**config.mk**
```make
export PLATFORM = sky130hd
export DESIGN_NAME = mem_port_arbiter_flat
export DESIGN_NICKNAME = d
export VERILOG_FILES = /design/src/rtl/mem_port_arbiter_if.sv /design/src/rtl/mem_port_arbiter.sv /design/src/flat_wrapper.sv
export SDC_FILE = /design/constraint.sdc
export NUM_CORES = 1
export LEC_CHECK = 0
export CAP_MARGIN = 10
export CORE_ASPECT_RATIO = 1.25
export CORE_UTILIZATION = 45
export CTS_CLUSTER_SIZE = 24
export DETAILED_ROUTE_END_ITERATION = 6
export DONT_BUFFER_PORTS = 1
export HOLD_SLACK_MARGIN = 0.03
export SLEW_MARGIN = 5
export SYNTH_ARGS = -nofsm -noshare
export SYNTH_HDL_FRONTEND = slang
export SYNTH_SLANG_ARGS = --single-unit
```
**constraint.sdc**
```tcl
create_clock -name clk -period 1.8 [get_ports clk]
set_input_delay 0.27 -clock clk [delete_from_list [all_inputs] [get_ports clk]]
set_output_delay 0.27 -clock clk [all_outputs]
set_load 0.005 [all_outputs]
```
**src/rtl/mem_port_arbiter_if.sv**
```systemverilog
// mem_port_arbiter_if
// Bundles every signal the memory port arbiter exchanges with the pipeline
// and with the unified single-port memory.
//   Fetch side : if_req, if_addr        -> arbiter
//                if_rdata, if_ready     <- arbiter
//   Data side  : d_req, d_we, d_addr, d_wdata, d_wstrb -> arbiter
//                d_rdata, d_ready       <- arbiter
//   Stalls     : stall_if, stall_mem    <- arbiter
//   Memory     : mem_en, mem_we, mem_addr, mem_wdata, mem_wstrb <- arbiter
//                mem_rdata              -> arbiter
// The master modport is the arbiter's view; slave is the view of whatever
// surrounds it (pipeline plus memory).
interface mem_port_arbiter_if #(
   parameter int ADDR_W = 32,
   parameter int DATA_W = 32
);
   logic              if_req;
   logic [ADDR_W-1:0] if_addr;
   logic [DATA_W-1:0] if_rdata;
   logic              if_ready;

   logic              d_req;
   logic              d_we;
   logic [ADDR_W-1:0] d_addr;
   logic [DATA_W-1:0] d_wdata;
   logic [3:0]        d_wstrb;
   logic [DATA_W-1:0] d_rdata;
   logic              d_ready;

   logic              stall_if;
   logic              stall_mem;

   logic              mem_en;
   logic              mem_we;
   logic [ADDR_W-1:0] mem_addr;
   logic [DATA_W-1:0] mem_wdata;
   logic [3:0]        mem_wstrb;
   logic [DATA_W-1:0] mem_rdata;

   modport master (
      input  if_req, if_addr, d_req, d_we, d_addr, d_wdata, d_wstrb, mem_rdata,
      output if_rdata, if_ready, d_rdata, d_ready, stall_if, stall_mem,
      output mem_en, mem_we, mem_addr, mem_wdata, mem_wstrb
   );

   modport slave (
      output if_req, if_addr, d_req, d_we, d_addr, d_wdata, d_wstrb, mem_rdata,
      input  if_rdata, if_ready, d_rdata, d_ready, stall_if, stall_mem,
      input  mem_en, mem_we, mem_addr, mem_wdata, mem_wstrb
   );
endinterface

```
**src/rtl/mem_port_arbiter.sv**
```systemverilog
// mem_port_arbiter
// Shares one single-port unified instruction/data memory between the fetch
// stage and the load/store stage. One access is in flight at a time; each is
// sequenced by a latency counter, its read data is captured into a per-
// requester register, and a one-cycle ready pulse ends it.
// Ports:
//   clk  - clock
//   rst  - synchronous active-high reset, aborts any access in flight
//   bus  - mem_port_arbiter_if.master: fetch/data request channels, stall
//          outputs and the memory-side strobe/address/data signals
// Parameters:
//   MEM_LAT - memory read latency in cycles after the mem_en cycle (1..15)
//   ADDR_W  - address width
//   DATA_W  - data width; the byte strobes are 4 bits, so this must be 32
module mem_port_arbiter #(
   parameter int MEM_LAT = 2,
   parameter int ADDR_W  = 32,
   parameter int DATA_W  = 32
) (
   input logic                clk,
   input logic                rst,
   mem_port_arbiter_if.master bus
);

   typedef enum logic [1:0] {IDLE, ACCESS, DONE} stateT;

   localparam logic [3:0] LatLast = 4'(MEM_LAT);

   stateT             state;
   stateT             nextState;
   logic [3:0]        cnt;
   logic              ownerD;
   logic              lastGrantD;
   logic              grantValid;
   logic              grantD;
   logic              captureNow;
   logic [ADDR_W-1:0] memAddr;
   logic              memWe;
   logic [DATA_W-1:0] memWdata;
   logic [3:0]        memWstrb;
   logic [DATA_W-1:0] ifRdata;
   logic [DATA_W-1:0] dRdata;
   logic              ifReadyC;
   logic              dReadyC;

   // State register. Reset lands in IDLE from any state, which is what
   // aborts an access without producing a ready pulse.
   always_ff @(posedge clk) begin
      if (rst) begin
         state <= IDLE;
      end else begin
         state <= nextState;
      end
   end

   // Next-state logic plus the grant decision. On a tie the requester that
   // was not served last wins; lastGrantD resets to "fetch" so the data
   // side wins the first conflict. The counter reaching MEM_LAT marks the
   // edge at which the memory's read data is valid.
   always_comb begin
      grantValid = bus.if_req | bus.d_req;
      grantD     = bus.d_req & (~bus.if_req | ~lastGrantD);
      captureNow = (state == ACCESS) && (cnt == LatLast);
      nextState  = state;
      case (state)
         IDLE: begin
            if (grantValid) begin
               nextState = ACCESS;
            end
         end
         ACCESS: begin
            if (captureNow) begin
               nextState = DONE;
            end
         end
         DONE: begin
            nextState = IDLE;
         end
         default: begin
            nextState = IDLE;
         end
      endcase
   end

   // Datapath registers. The winner's request is latched at grant so the
   // memory sees a stable address/data from the issue cycle through DONE no
   // matter what the requester does afterwards. Fetches always go out as
   // reads with zero byte enables. Stores never touch d_rdata.
   always_ff @(posedge clk) begin
      if (rst) begin
         cnt        <= '0;
         ownerD     <= 1'b0;
         lastGrantD <= 1'b0;
         memAddr    <= '0;
         memWe      <= 1'b0;
         memWdata   <= '0;
         memWstrb   <= '0;
         ifRdata    <= '0;
         dRdata     <= '0;
      end else begin
         case (state)
            IDLE: begin
               if (grantValid) begin
                  cnt        <= '0;
                  ownerD     <= grantD;
                  lastGrantD <= grantD;
                  if (grantD) begin
                     memAddr  <= bus.d_addr;
                     memWe    <= bus.d_we;
                     memWdata <= bus.d_wdata;
                     memWstrb <= bus.d_wstrb;
                  end else begin
                     memAddr  <= bus.if_addr;
                     memWe    <= 1'b0;
                     memWdata <= '0;
                     memWstrb <= '0;
                  end
               end
            end
            ACCESS: begin
               if (captureNow) begin
                  if (!ownerD) begin
                     ifRdata <= bus.mem_rdata;
                  end else if (!memWe) begin
                     dRdata <= bus.mem_rdata;
                  end
               end else begin
                  cnt <= cnt + 4'd1;
               end
            end
            default: begin
            end
         endcase
      end
   end

   // Outputs. The counter is cleared at grant and MEM_LAT is at least one,
   // so "ACCESS with count zero" is exactly the issue cycle. Readies come
   // from DONE and the owner bit, so only one of them can ever be high.
   always_comb begin
      ifReadyC      = (state == DONE) && !ownerD;
      dReadyC       = (state == DONE) && ownerD;
      bus.if_ready  = ifReadyC;
      bus.d_ready   = dReadyC;
      bus.stall_if  = bus.if_req & ~ifReadyC;
      bus.stall_mem = bus.d_req & ~dReadyC;
      bus.mem_en    = (state == ACCESS) && (cnt == 4'd0);
      bus.mem_we    = memWe;
      bus.mem_addr  = memAddr;
      bus.mem_wdata = memWdata;
      bus.mem_wstrb = memWstrb;
      bus.if_rdata  = ifRdata;
      bus.d_rdata   = dRdata;
   end

endmodule

```
**src/flat_wrapper.sv**
```systemverilog
// flat-port wrapper written by rule: the top's interface ports become plain ports
module mem_port_arbiter_flat 
#(
   parameter int MEM_LAT = 2,
   parameter int ADDR_W  = 32,
   parameter int DATA_W  = 32
)
  (clk, rst, bus_if_req, bus_if_addr, bus_d_req, bus_d_we, bus_d_addr, bus_d_wdata, bus_d_wstrb, bus_mem_rdata, bus_if_rdata, bus_if_ready, bus_d_rdata, bus_d_ready, bus_stall_if, bus_stall_mem, bus_mem_en, bus_mem_we, bus_mem_addr, bus_mem_wdata, bus_mem_wstrb);
  mem_port_arbiter_if #(.ADDR_W(ADDR_W), .DATA_W(DATA_W)) bus_i ();
  input logic clk;
  input logic rst;
  input wire logic [$bits(bus_i.if_req)-1:0] bus_if_req;
  input wire logic [$bits(bus_i.if_addr)-1:0] bus_if_addr;
  input wire logic [$bits(bus_i.d_req)-1:0] bus_d_req;
  input wire logic [$bits(bus_i.d_we)-1:0] bus_d_we;
  input wire logic [$bits(bus_i.d_addr)-1:0] bus_d_addr;
  input wire logic [$bits(bus_i.d_wdata)-1:0] bus_d_wdata;
  input wire logic [$bits(bus_i.d_wstrb)-1:0] bus_d_wstrb;
  input wire logic [$bits(bus_i.mem_rdata)-1:0] bus_mem_rdata;
  output wire logic [$bits(bus_i.if_rdata)-1:0] bus_if_rdata;
  output wire logic [$bits(bus_i.if_ready)-1:0] bus_if_ready;
  output wire logic [$bits(bus_i.d_rdata)-1:0] bus_d_rdata;
  output wire logic [$bits(bus_i.d_ready)-1:0] bus_d_ready;
  output wire logic [$bits(bus_i.stall_if)-1:0] bus_stall_if;
  output wire logic [$bits(bus_i.stall_mem)-1:0] bus_stall_mem;
  output wire logic [$bits(bus_i.mem_en)-1:0] bus_mem_en;
  output wire logic [$bits(bus_i.mem_we)-1:0] bus_mem_we;
  output wire logic [$bits(bus_i.mem_addr)-1:0] bus_mem_addr;
  output wire logic [$bits(bus_i.mem_wdata)-1:0] bus_mem_wdata;
  output wire logic [$bits(bus_i.mem_wstrb)-1:0] bus_mem_wstrb;
  assign bus_i.if_req = bus_if_req;
  assign bus_i.if_addr = bus_if_addr;
  assign bus_i.d_req = bus_d_req;
  assign bus_i.d_we = bus_d_we;
  assign bus_i.d_addr = bus_d_addr;
  assign bus_i.d_wdata = bus_d_wdata;
  assign bus_i.d_wstrb = bus_d_wstrb;
  assign bus_i.mem_rdata = bus_mem_rdata;
  assign bus_if_rdata = bus_i.if_rdata;
  assign bus_if_ready = bus_i.if_ready;
  assign bus_d_rdata = bus_i.d_rdata;
  assign bus_d_ready = bus_i.d_ready;
  assign bus_stall_if = bus_i.stall_if;
  assign bus_stall_mem = bus_i.stall_mem;
  assign bus_mem_en = bus_i.mem_en;
  assign bus_mem_we = bus_i.mem_we;
  assign bus_mem_addr = bus_i.mem_addr;
  assign bus_mem_wdata = bus_i.mem_wdata;
  assign bus_mem_wstrb = bus_i.mem_wstrb;
  mem_port_arbiter #(.MEM_LAT(MEM_LAT), .ADDR_W(ADDR_W), .DATA_W(DATA_W)) u_core (.clk(clk), .rst(rst), .bus(bus_i));
endmodule
```
==> impl_metrics.csv, run 1 <==
group,metric,value,unit
drt,num_vias,4688,
logic_synthesis,syn-cell-area,5654,um^2
clock_tree,clockRootBuffer,"clkbuf_16",
critical_path,start_kind,"register",
cells_and_area,num-fill-cells,986,
clock_tree,cts_tree,"done",
timing,timing.fmax,0.5709,GHz
cells_and_area,nNetsFinal,798,
cells_and_area,diodes,0,
die,initial_utilization,46.28,%
timing,fin_tns_setup,0,ns
logic_synthesis,synthCells,562,
drt,drcViolationCount,0,
timing,final-max-slew-violation-count,0,
critical_path,max_stage_delay,0.50,ns
critical_path,path_cells,"nor3b_1 > nor2b_1",
timing,setup_viol,0,
timing,hold_viol_final,0,
critical_path,r2r-end,"u_core.bus.d_rdata[21]$_SDFFE_PP0P_",
pwr,leakage,2.998,nW
die,coreArea,12220,um^2
critical_path,crit_fanout,8,
min_path,min_path_type,"input pin to register",
cells_and_area,final_common_cell,"dfxtp_1",
logic_synthesis,ys_warn_count,0,
timing,fin_skew,0.01494,ns
clock_tree,path_clk_slew,0.07,ns
logic_synthesis,synth_area_leaders,"dfxtp_1 (50%), mux2i_1 (11%), nand2b_1 (11%)",
pwr,ir_drop,0.5419,mV
clock_tree,cts_buffer_depth,2,
min_path,min_path_cells,2,
logic_synthesis,synth.ff_latch_count,140,
timing,slew_headroom,71.34,%
logic_synthesis,syn-num-nets,702,
clock_tree,insertion_delay,0.42,ns
run,cap_violations,0,
die,die_x,102.3,um
grt,overflow,0,
status,status,"complete, no violations",
logic_synthesis,synth_largest_area_cell,"dfxtp_1",
grt,grt_pass1_wl,23.76,mm
timing,timing_worst_slew_pin_value,0.4290,ns
grt,grt_pass1_vias,4589,
critical_path,slowest_stage,"dfxtp_1",
drt,drt_iter0_drc,225,
drt,ant_nets,0,
place,finalWeightedCongestion,0.8077,
place,portBuffers,0,
drt,wl_per_cell,19.28,um
critical_path,worstPathRequired,1.53,ns
logic_synthesis,synth_top_area_share,49.57,%
critical_path,end_kind,"primary output",
timing,whs,0.03866,ns
critical_path,reg2reg_depth,5,
die,die_height,127.3,um
timing,layout_worst_path_cycle_share,97.32,%
logic_synthesis,seq_area_frac_synth,49.57,%
timing,min_period,1.752,ns
clock_tree,cts_num_sinks,140,
drt,viasPerCell,5.614,
clock_tree,cts_buffers,17,
timing,rsz0062_at_grt,"false",
grt,antenna_found_initial,0,
critical_path,crit_type,"register to primary output",
critical_path,cp.arrival,1.48,ns
die,die_area,13020,um^2
logic_synthesis,syn_avg_cell_area,10.06,um^2
place,hpwl,9.534,mm
cells_and_area,mostFrequentLayoutCells,"dfxtp_1 (140), dlygate4sd3_1 (108), nand2b_1 (97)",
min_path,min_to,"u_core.bus.if_rdata[20]$_SDFFE_PP0P_",
grt,grt_max_degree,97,
drt,drt-total-wl,16.10,mm
pwr,finalPower,7.586,mW
die,rows,45,
critical_path,r2r_slack,0.16,ns
drt,drt_first_pass_iters,5,
grt,track_usage,23.91,%
critical_path,r2r-start,"u_core.state[0]$_SDFFE_PP0P_",
cells_and_area,syn_to_final_growth,32.04,%
min_path,hold_path_startpoint,"bus_mem_rdata[20]",
die,ios,275,
logic_synthesis,yosys.cell_types.count,37,
pwr,power_density,1016,nW/um^2
cells_and_area,drive_gt1_share,8.495,%
clock_tree,cts_max_level,4,
==> synth_stat cells <==
master,number
and3b_1,2
or2_1,1
and4b_1,1
nand2b_1,97
buf_8,2
dfxtp_1,140
or2_2,1
and3_1,1
nor3_1,1
a22o_1,37
nand3b_2,1
a311oi_1,33
o221ai_1,3
or3b_2,1
nor2_1,4
nor3b_1,2
inv_1,2
a22oi_1,1
nor2_2,1
mux2i_1,64
o31ai_1,1
a21boi_1,1
and2_1,1
buf_4,2
a21oi_1,38
nor2b_1,4
nor4b_4,1
ha_1,3
buf_2,17
nand2_1,65
clkbuf_1,24
nand3_1,3
buf_6,2
a21bo_2,1
or3_1,1
a21oi_2,1
nand4b_1,2
==> worst max path at each step <==
stage                                 start                                   to  slack (ns)
6_report       u_core.state[1]$_SDFFE_PP0P_                         bus_stall_if        0.05
5_1_grt        u_core.state[1]$_SDFFE_PP0P_                         bus_stall_if       0.001
4_1_cts        u_core.state[0]$_SDFFE_PP0P_                           bus_mem_en       0.005
3_5_place_dp   u_core.state[0]$_SDFFE_PP0P_  u_core.bus.d_rdata[26]$_SDFFE_PP0P_        0.20
3_3_place_gp     u_core.cnt[0]$_SDFFE_PP0P_         u_core.state[0]$_SDFFE_PP0P_        0.29
2_1_floorplan  u_core.state[1]$_SDFFE_PP0P_  u_core.bus.d_rdata[20]$_SDFFE_PP0P_        0.32
==> power by group <==
| group | internal, mW | leakage (nW) | switching [mW] | total (mW) |
|---|---|---|---|---|
| Clock | 1.96 | 0.287 | 1.49 | 3.45 |
| Sequential | 3.24 | 1.14 | 0.140 | 3.38 |
| Combinational | 0.400 | 1.57 | 0.350 | 0.750 |
==> sequential cells by signal (all words and copies together) (netlist names), 2 cells and up <==
register,cells
u_core.cnt,4
u_core.bus.mem_wdata,32
u_core.bus.mem_addr,32
u_core.bus.if_rdata,32
u_core.bus.d_rdata,32
u_core.state,2
u_core.bus.mem_wstrb,4
==> through the flow <==
| step | utilization (%) | setup WS [ns] | cells | cell area, um^2 |
|---|---|---|---|---|
| after floorplan | - | 0.3187 | 562 | 5654 |
| after global placement | 47.23 | 0.2870 | 692 | 5771 |
| after detailed placement | 47.23 | 0.2027 | 692 | 5771 |
| after CTS | 60.98 | 0.004827 | 833 | 7451 |
| after global routing | 61.11 | 0.001407 | 835 | 7466 |
| final | 61.11 | 0.04831 | 835 | 7466 |
==> logic make-up after synthesis <==
logic type | Yosys count | synth area share [%]
buffers and inverters | 49 | 4.426
muxes | 64 | 11.33
DFF | 140 | 49.57
and+or+nand+nor | 190 | 18.61
adders and majority gates | 3 | 0.6639
AOI/OAI and AO/OA | 116 | 15.40
==> area by class of cell <==
cell class / instances / area, um^2 / share of cell area (%)
Clock buffer: 17 / 425.4 / 5.698
Tap cell: 164 / 205.2 / 2.748
Clock inverter: 15 / 153.9 / 2.061
Sequential cell: 140 / 2803 / 37.54
Timing Repair Buffer: 124 / 1264 / 16.93
Inverter: 2 / 7.507 / 0.1006
Multi-Input combinational cell: 373 / 2608 / 34.93
==> repair_timing <==
item / 4_1_cts / 5_1_grt
buffers inserted: 0 / 2
setup endpoints to repair: 0 / 1
endpoints found under the hold margin: 87 / 0
gates resized for setup: 0 / 0
hold buffers: 109 / 0
==> metal layers <==
layer	track usage [%]	share of wire (%)	wire [um]	vias to the layer above
li1	-	-	-	2173
met1	26.92	39	6230	2234
met2	40.03	50	8038	245
met3	7.932	8.8	1424	36
met4	11.76	2.5	408	0
met5	0	0	0	-
==> critical path, delay by kind of cell (launching register included) <==
kind	cells	cell delay [ns]
DFF	1	0.50
and+or+nand+nor	2	0.56
Note: power is estimated with default switching activity, not from simulation.
==> run 2, diff against run 1 <==
--- a/config.mk
+++ b/config.mk
@@ -12,6 +12,7 @@
 export DETAILED_ROUTE_END_ITERATION = 6
 export DONT_BUFFER_PORTS = 1
 export HOLD_SLACK_MARGIN = 0.03
+export SETUP_SLACK_MARGIN = 0.1
 export SLEW_MARGIN = 5
 export SYNTH_ARGS = -nofsm -noshare
 export SYNTH_HDL_FRONTEND = slang
==> run 2 against run 1 <==
  * Via count increased by 0.47%
  * Setup slack improved by 0.11 ns
  * Clock-buffer cell count unchanged
  * Critical endpoint is now bus_stall_mem
  * Largest cell class unchanged
  * First-iteration DRC count decreased by 2.7%
  * Highest routed layer unchanged
  * Clock power about the same
  * Design area about the same
  * Die area unchanged
  * Critical path depth unchanged
  * Sequential share of layout area about the same
  * Largest power group unchanged
  * Clock skew decreased by 0.0043 ns
==> impl_metrics.csv, run 2 (synthesis results as in run 1) <==
group,metric,value,unit
die,ios,275,
grt,met1_usage,26.92,%
die,rows,45,
cells_and_area,mostFrequentLayoutCells,"dfxtp_1 (139), dlygate4sd3_1 (108), nand2b_1 (97)",
cells_and_area,nNetsFinal,797,
timing,fin_skew,0.01059,ns
clock_tree,cts_num_sinks,140,
grt,grt_pass1_vias,4589,
die,coreArea,12220,um^2
grt,grt_pass1_wl,23.76,mm
pwr,ir_drop,0.5427,mV
min_path,min_path_type,"input pin to register",
cells_and_area,final_common_cell,"dfxtp_1",
drt,viasPerCell,5.647,
critical_path,worstPathRequired,1.53,ns
timing,setup_viol,0,
clock_tree,clockRootBuffer,"clkbuf_16",
pwr,finalPower,7.575,mW
timing,timing.fmax,0.6089,GHz
critical_path,crit_fanout,11,
drt,drcViolationCount,0,
die,initial_utilization,46.28,%
grt,grt_max_degree,97,
cells_and_area,drive_gt1_share,8.657,%
grt,overflow,0,
clock_tree,cts_buffer_depth,2,
drt,wl_per_cell,19.27,um
place,finalWeightedCongestion,0.8077,
cells_and_area,diodes,0,
clock_tree,cts_tree,"done",
drt,num_vias,4710,
critical_path,reg2reg_depth,5,
status,status,"complete, no violations",
timing,timing_worst_slew_pin_value,0.4191,ns
critical_path,critPathLaunch,"u_core.lastGrantD$_SDFFE_PP0P_",
place,portBuffers,0,
pwr,leakage,2.996,nW
timing,fin_ws,0.1576,ns
grt,use_met2,40.03,%
timing,whs,0.03864,ns
place,postPlaceCellArea,5771,um^2
timing,layout_worst_path_cycle_share,91.25,%
run,cap_violations,0,
clock_tree,cts_max_level,4,
grt,track_usage,23.91,%
min_path,hold_path_startpoint,"bus_mem_rdata[20]",
die,die_area,13020,um^2
drt,ant_nets,0,
place,dp_cells,692,
timing,rsz0062_at_grt,"false",
min_path,min_to,"u_core.bus.if_rdata[20]$_SDFFE_PP0P_",
critical_path,r2r_slack,0.23,ns
clock_tree,path_clk_slew,0.07,ns
timing,final-max-slew-violation-count,0,
die,die_x,102.3,um
drt,drt-total-wl,16.07,mm
timing,fin_tns_setup,0,ns
drt,drt_iter0_drc,219,
clock_tree,cts_buffers,17,
min_path,min_path_cells,2,
cells_and_area,finalInstanceArea,7465,um^2
timing,hold_viol_final,0,
critical_path,start_kind,"register",
clock_tree,insertion_delay,0.42,ns
cells_and_area,finalNonFillerCells,834,
drt,drt_first_pass_iters,5,
pwr,power_density,1015,nW/um^2
timing,slew_headroom,72.06,%
cells_and_area,syn_to_final_growth,32.02,%
grt,busiest_layer,"met2",
place,hpwl,9.534,mm
critical_path,cp.arrival,1.37,ns
grt,antenna_found_initial,0,
grt,grt_use_met3,7.932,%
timing,min_period,1.642,ns
critical_path,r2r-end,"u_core.bus.d_rdata[21]$_SDFFE_PP0P_",
place,dp_slack,0.2027,ns
critical_path,crit_type,"register to primary output",
cells_and_area,utilization,61.10,%
die,die_height,127.3,um
critical_path,r2r-start,"u_core.state[1]$_SDFFE_PP0P_",
critical_path,end_kind,"primary output",
[run 2: metal layers]
metal / routed length [um] / up-vias / share of wire, %
li1: - / 2170 / -
met1: 6186 / 2252 / 38
met5: 0 / - / 0
met3: 1497 / 34 / 9.3
met4: 445 / 0 / 2.8
met2: 7940 / 254 / 49
[run 2: area by class of cell]
cell class,instances,area [um^2]
fillers,982,4753
flip-flops and latches,140,2804
multi-input cells,373,2613
repair buffers,123,1256
clock buffers,17,425.4
well taps,164,205.2
clock inverters,15,153.9
inverters,2,7.507
[run 2: worst max-delay path by stage]
stage          slack, ns  cells after the start                                   to
3_5_place_dp        0.20                      4  u_core.bus.d_rdata[26]$_SDFFE_PP0P_
4_1_cts             0.12                      2                           bus_mem_en
6_report            0.16                      2                        bus_stall_mem
2_1_floorplan       0.32                      5  u_core.bus.d_rdata[20]$_SDFFE_PP0P_
5_1_grt             0.12                      5         u_core.state[0]$_SDFFE_PP0P_
3_3_place_gp        0.29                      5         u_core.state[0]$_SDFFE_PP0P_
[run 2: where the power goes]
part	switching (mW)	total, mW	internal, mW
Clock	1.48	3.44	1.96
Combinational	0.349	0.747	0.397
Sequential	0.142	3.39	3.25
[run 2: timing repair]
item | in CTS | in global routing
buffers inserted | 1 | 0
endpoints found under the setup margin | 2 | 15
resized for setup | 1 | 1
endpoints found under the hold margin | 87 | 0
hold buffers | 109 | 0
cloned | 0 | 0
[run 2: worst max-delay path, stage by stage (launching register included)]
cell	delay (ns)
dfxtp_1	0.57
and3b_1	0.29
nor2b_1	0.09
